**config.mk**
```make
export PLATFORM = sky130hd
export DESIGN_NAME = hex_display_scanner
export DESIGN_NICKNAME = d
export VERILOG_FILES = /design/src/rtl/hex_display_pkg.sv /design/src/rtl/hex_seg_lut.sv /design/src/rtl/hex_display_scanner.sv
export SDC_FILE = /design/constraint.sdc
export NUM_CORES = 1
export LEC_CHECK = 0
export BUFFER_PORTS_ARGS = -buffer_cell sky130_fd_sc_hd__buf_2
export CORE_ASPECT_RATIO = 0.9
export CORE_MARGIN = 2
export CORE_UTILIZATION = 50
export DETAILED_ROUTE_END_ITERATION = 8
export PLACE_DENSITY = 0.72
export REMOVE_ABC_BUFFERS = 1
export SYNTH_ARGS = -nofsm -noshare
export SYNTH_HDL_FRONTEND = slang
export SYNTH_SLANG_ARGS = --single-unit
```
**constraint.sdc**
```tcl
create_clock -name clk -period 2.73 [get_ports clk]
set_input_delay 0.4095 -clock clk [delete_from_list [all_inputs] [get_ports clk]]
set_output_delay 0.4095 -clock clk [all_outputs]
set_load 0.01 [all_outputs]
```
**src/rtl/hex_display_pkg.sv**
```systemverilog
// Shared types and the active-low hex font for the 7-segment scanner.
// Segment order is {g,f,e,d,c,b,a}; a 0 lights the segment.
package hex_display_pkg;

  typedef logic [6:0] seg_t;

  localparam seg_t SEG_BLANK = 7'h7F;

  localparam seg_t FONT [16] = '{
    7'h40, 7'h79, 7'h24, 7'h30, 7'h19, 7'h12, 7'h02, 7'h78,
    7'h00, 7'h10, 7'h08, 7'h03, 7'h46, 7'h21, 7'h06, 7'h0E
  };

  function automatic seg_t nibble_to_seg(input logic [3:0] nibble);
    return FONT[nibble];
  endfunction

endpackage

```
**src/rtl/hex_seg_lut.sv**
```systemverilog
// Combinational nibble-to-segment decode with blanking when the digit is off.
module hex_seg_lut
  import hex_display_pkg::*;
(
  input  logic [3:0] i_nibble,
  input  logic       i_en,
  output seg_t       o_seg
);

  assign o_seg = i_en ? nibble_to_seg(i_nibble) : SEG_BLANK;

endmodule

```
**src/rtl/hex_display_scanner.sv**
```systemverilog
// Time-multiplexed common-anode 7-segment driver with frame-synchronous,
// double-buffered updates. Optional blinking is enabled by HEX_DISPLAY_BLINK_EN.
module hex_display_scanner
  import hex_display_pkg::*;
#(
  parameter int DIGITS    = 4,
  parameter int SCAN_DIV  = 50000,
  parameter int BLINK_DIV = 256
) (
  input  logic                  clk,
  input  logic                  reset_n,
  input  logic                  load,
  input  logic [4*DIGITS-1:0]   value,
  input  logic [DIGITS-1:0]     digit_en,
`ifdef HEX_DISPLAY_BLINK_EN
  input  logic [DIGITS-1:0]     blink_mask,
`endif
  output logic                  pending,
  output logic [6:0]            seg,
  output logic [DIGITS-1:0]     an,
  output logic                  frame_done
);

  localparam int IW = (DIGITS > 1) ? $clog2(DIGITS) : 1;
  localparam int CW = $clog2(SCAN_DIV);
  localparam logic [IW-1:0] LAST_IDX = IW'(DIGITS - 1);
  localparam logic [CW-1:0] LAST_CNT = CW'(SCAN_DIV - 1);

  logic [CW-1:0]         r_cnt;
  logic [IW-1:0]         r_idx;
  logic [4*DIGITS-1:0]   r_sh_val;
  logic [DIGITS-1:0]     r_sh_en;
  logic [4*DIGITS-1:0]   r_act_val;
  logic [DIGITS-1:0]     r_act_en;
  logic                  r_pending;
  logic [DIGITS-1:0]     r_an;
  seg_t                  r_seg;

  logic                  w_wrap;
  logic                  w_frame_end;
  logic [3:0]            w_nib;
  logic                  w_lit;
  logic [DIGITS-1:0]     w_an;
  seg_t                  w_seg;

`ifdef HEX_DISPLAY_BLINK_EN
  localparam int BW = (BLINK_DIV > 1) ? $clog2(BLINK_DIV) : 1;
  localparam logic [BW-1:0] LAST_FRM = BW'(BLINK_DIV - 1);

  logic [DIGITS-1:0]     r_sh_blink;
  logic [DIGITS-1:0]     r_act_blink;
  logic [BW-1:0]         r_frm;
  logic                  r_phase;

  always_ff @(posedge clk) begin
    if (!reset_n) begin
      r_sh_blink  <= '0;
      r_act_blink <= '0;
      r_frm       <= '0;
      r_phase     <= 1'b0;
    end else begin
      if (w_frame_end) begin
        r_frm <= (r_frm == LAST_FRM) ? '0 : r_frm + 1'b1;
        if (r_frm == LAST_FRM) r_phase <= ~r_phase;
      end
      if (w_frame_end && load) begin
        r_sh_blink  <= blink_mask;
        r_act_blink <= blink_mask;
      end else if (w_frame_end && r_pending) begin
        r_act_blink <= r_sh_blink;
      end else if (load) begin
        r_sh_blink  <= blink_mask;
      end
    end
  end
`endif

  assign w_wrap      = (r_cnt == LAST_CNT);
  assign w_frame_end = w_wrap && (r_idx == LAST_IDX);

  // Select the scanned digit with constant part-selects so any DIGITS works.
  always_comb begin
    w_nib = 4'h0;
    w_lit = 1'b0;
    w_an  = '1;
    for (int i = 0; i < DIGITS; i++) begin
      if (r_idx == IW'(i)) begin
        w_nib = r_act_val[i*4 +: 4];
`ifdef HEX_DISPLAY_BLINK_EN
        w_lit = r_act_en[i] && !(r_phase && r_act_blink[i]);
`else
        w_lit = r_act_en[i];
`endif
        w_an[i] = ~w_lit;
      end
    end
  end

  hex_seg_lut u_lut (
    .i_nibble (w_nib),
    .i_en     (w_lit),
    .o_seg    (w_seg)
  );

  always_ff @(posedge clk) begin
    if (!reset_n) begin
      r_cnt     <= '0;
      r_idx     <= '0;
      r_sh_val  <= '0;
      r_sh_en   <= '0;
      r_act_val <= '0;
      r_act_en  <= '0;
      r_pending <= 1'b0;
      r_an      <= '1;
      r_seg     <= SEG_BLANK;
    end else begin
      if (w_wrap) begin
        r_cnt <= '0;
        r_idx <= (r_idx == LAST_IDX) ? '0 : r_idx + 1'b1;
      end else begin
        r_cnt <= r_cnt + 1'b1;
      end

      // A load landing on the frame end goes straight to the active copy.
      if (w_frame_end && load) begin
        r_sh_val  <= value;
        r_sh_en   <= digit_en;
        r_act_val <= value;
        r_act_en  <= digit_en;
        r_pending <= 1'b0;
      end else if (w_frame_end && r_pending) begin
        r_act_val <= r_sh_val;
        r_act_en  <= r_sh_en;
        r_pending <= 1'b0;
      end else if (load) begin
        r_sh_val  <= value;
        r_sh_en   <= digit_en;
        r_pending <= 1'b1;
      end

      // Dead time on every index change keeps the previous digit from ghosting.
      if (w_wrap) begin
        r_an  <= '1;
        r_seg <= SEG_BLANK;
      end else begin
        r_an  <= w_an;
        r_seg <= w_seg;
      end
    end
  end

  assign pending    = r_pending;
  assign seg        = r_seg;
  assign an         = r_an;
  assign frame_done = w_frame_end;

endmodule

```
==> results.txt <==
Total Routed Length = 6.07 mm
Slew Limit Fails = 0
Max cap viols = 0
CP bufs+invs = 3
Peak Freq = 390 MHz
Crit start category = flop
Global-route wire length before repair = 10.1 mm
Pwr dens = 524 mW/mm2
Area grow syn2layout = 13.3%
Synthesis Warnings = 0
Total CTS buffers = 9
Pin count of the biggest net entering global routing = 47
Fin worst setup slack = 0.166 ns
Gr usage total = 18.4%
DR vias = 2438
Worst setup path end = frame_done
Die X = 89.6 um
Slowest library cell on the worst path = nor4_4
NetSw = 0.427 mW
H-Tree Level Count = 3
Cells after synthesis = 354
Worst slew margin = 60.4%
Largest family of logic cells by synthesized area = simple AND/OR/NAND/NOR gates
Max incr delay on CP = 0.44 ns
Most used DFF post-synth = dfxtp_1
TritonCTS clock tree = built
Cts hold-fix bufs = 0
Net Sw Frac = 21.9%
GRT Residual Overflow = 0
Total clock sinks = 70
Via/cell ratio = 5.09
Core Area = 0.00648 mm2
Mux contribution to synthesized area = 8.05%
WS Path Type = reg2out
Clk slew on worst S/H paths = 0.07 ns
Initial antenna violation count = 0
Final Cycle Share = 93.9%
Clock Tree Root = clkbuf_8
ANT cells = 0
CP delay by family, top = simple AND/OR/NAND/NOR gates
Hold Crit Class = in2reg
IO Port Bufs = 35
RSZ-0062 raised after global routing = no
Power Internal = 1.53 mW
EDFF count, synth = 0
Commonest non-fill, non-tap cell in the layout = dfxtp_1
Share of cells above drive strength 1 = 21.6%
Die height = 81.0 um
Worst path cell trace = ha_4, nand4_1, nor4_4, nand2_4, buf_4, inv_1, buf_2
Count of final hold-check violations = 0
Worst hold path startpoint = value[0]
Critical path peak fanout = 18
Slew of the pin with the lowest slew margin = 0.579 ns
Non-Filler Instances = 479
Path depth of the worst reg2reg path = 10
Xor/xnor cell area share of the yosys netlist = 3.45%
Clk buf depth = 2
Final setup fails = 0
Synthesized area = 0.00330 mm2
Most frequent cells in the layout = dfxtp_1, nor2_1, buf_2
# DRC = 0
Clock share of power = 40.0%
Initial core utilization = 50.9%
R2R setup slack = 0.44 ns
Starting DRT DRC Count = 78
Stages on worst setup path = 7
Distinct cells, synth = 45
Synth Area in Adders = 4.17%
RR Endpoint = seg[3]
Wire per inst = 12.7 um
Finished Core Util = 57.6%
Vias in the first global route = 2183
Die ar. = 0.00726 mm2
Leakage = 1.59 nW
Synth async-reset ratio = 0%
Post-synthesis compound-gate area fraction = 13.7%
DP Cell Count = 465
Post-synthesis sequential area ratio = 42.5%
Sequential Power Share = 54.0%
Part of the power in combinational logic = 6.0%
Max VDD drop = 337 uV
CP required = 2.32 ns
First-pass DRT Iterations = 4
Status = finished clean
Worst-Skew Late Latency = 0.35 ns
Synthesis-stage register bit count = 70
Final Skew = 0.0126 ns
Nets = 421
Syn_area_per_cell = 9.31 um2
ANT nets after route = 0
Filler cells = 606
Post-detail-place hpwl = 4.25 mm
Post-synthesis simple-gate area fraction = 21.7%
Fin Setup TNS = 0 ns
Worst Setup SP = r_cnt[0]
Io pins = 36
Arr. time, crit path = 2.15 ns
Fin crit period = 2.56 ns
Row cnt = 28
Gp weighted congestion = 0.827
Dpl ws = 0.482 ns
Reg2reg start = r_idx[0]
Critical Path End Type = output pin
-- layout make-up --
class,instances,area (um2),share of cell area (%)
Clock buffer,11,141,3.78
Clock inverter,2,35.0,0.938
Inverter,28,105,2.81
Multi-Input combinational cell,234,1700,45.4
Sequential cell,70,1400,37.5
Tap cell,90,113,3.01
Timing Repair Buffer,44,243,6.50
-- per-stage QoR --
| stage | cell area, um2 | hold slack [ns] | total power, mW |
|---|---|---|---|
| floorplan | 3190 | 0.379 | 1.14 |
| global placement | 3540 | 0.424 | 1.19 |
| detailed placement | 3540 | 0.431 | 1.20 |
| CTS | 3720 | 0.326 | 1.98 |
| global route | 3740 | 0.332 | 2.03 |
| finish | 3740 | 0.333 | 1.96 |
-- worst register-to-register path, delay by kind of cell (launching register included) --
family	cells	cell delay, ns
adders and majority gates	2	0.53
buffers and inverters	3	0.28
AOI/OAI and AO/OA	4	0.91
and+or+nand+nor	1	0.05
DFF	1	0.41
-- sequential cells by signal, indices dropped and copies added (netlist names) --
signal and count:
r_sh_en 4, r_sh_val 16, r_idx 2, seg 7, an 4, r_act_val 16, r_act_en 4, pending 1
r_cnt 16
-- what timing repair did --
| item | in CTS | in global routing |
|---|---|---|
| gates resized for setup | 0 | 2 |
| setup buffers | 0 | 1 |
| setup endpoints to repair | 0 | 1 |
| endpoints found under the hold margin | 0 | 0 |
-- cells by family (layout without fill, tap and decap cells) --
logic type,after synthesis,count (layout)
and+or+nand+nor,129,129
DFF,70,70
AOI/OAI and AO/OA,56,56
buffers and inverters,50,85
muxes,25,25
xor gates and xnor gates,13,13
adders and majority gates,11,11
-- how the worst min path moves through the flow --
stage               cells after the start          end
finish                                  3  r_sh_val[0]
global route                            3  r_sh_val[5]
CTS                                     3  r_sh_val[2]
detailed placement                      1        an[3]
global placement                        1     r_cnt[0]
floorplan                               1        an[1]
-- per-layer routing --
| layer | part of all wire [%] | global-route usage (%) | up-vias | wire [um] |
|---|---|---|---|---|
| li1 | - | - | 1284 | - |
| met1 | 51 | 25.0 | 1102 | 3100 |
| met2 | 43 | 26.8 | 45 | 2600 |
| met3 | 4.5 | 7.42 | 7 | 275 |
| met4 | 1.6 | 5.97 | 0 | 96 |
| met5 | 0 | 0 | - | 0 |
-- cells in the mapped netlist, drive strengths merged, types with 2 or more instances --
master   count  area, um2
a2111oi      2       23.8
a211oi       3       22.5
a21oi       19       95.1
a311o        2       20.0
and2         5       31.3
and3         4       25.0
buf          8       52.6
clkbuf      14       52.6
dfxtp       70       1400
ha          11        138
inv         28        105
mux2         3       45.0
mux2i       22        220
nand2       15       66.3
nand3       14       70.1
nand3b       5       37.5
nand4        5       31.3
nor2        38        150
nor2b       26        163
nor3         4       20.0
nor3b        7       52.6
o211ai       3       22.5
o21ai        3       15.0
o221a       17        191
or4          2       22.5
xnor2        4       35.0
xor2         9       78.8
-- power groups by stage --
stage | logic (mW) | registers, mW | clock network (mW)
floorplan | 0.0641 | 1.08 | 0
global placement | 0.115 | 1.08 | 0
detailed placement | 0.118 | 1.08 | 0
CTS | 0.118 | 1.06 | 0.803
global route | 0.134 | 1.06 | 0.840
finish | 0.118 | 1.06 | 0.782
Note: power is estimated with default switching activity, not from simulation.
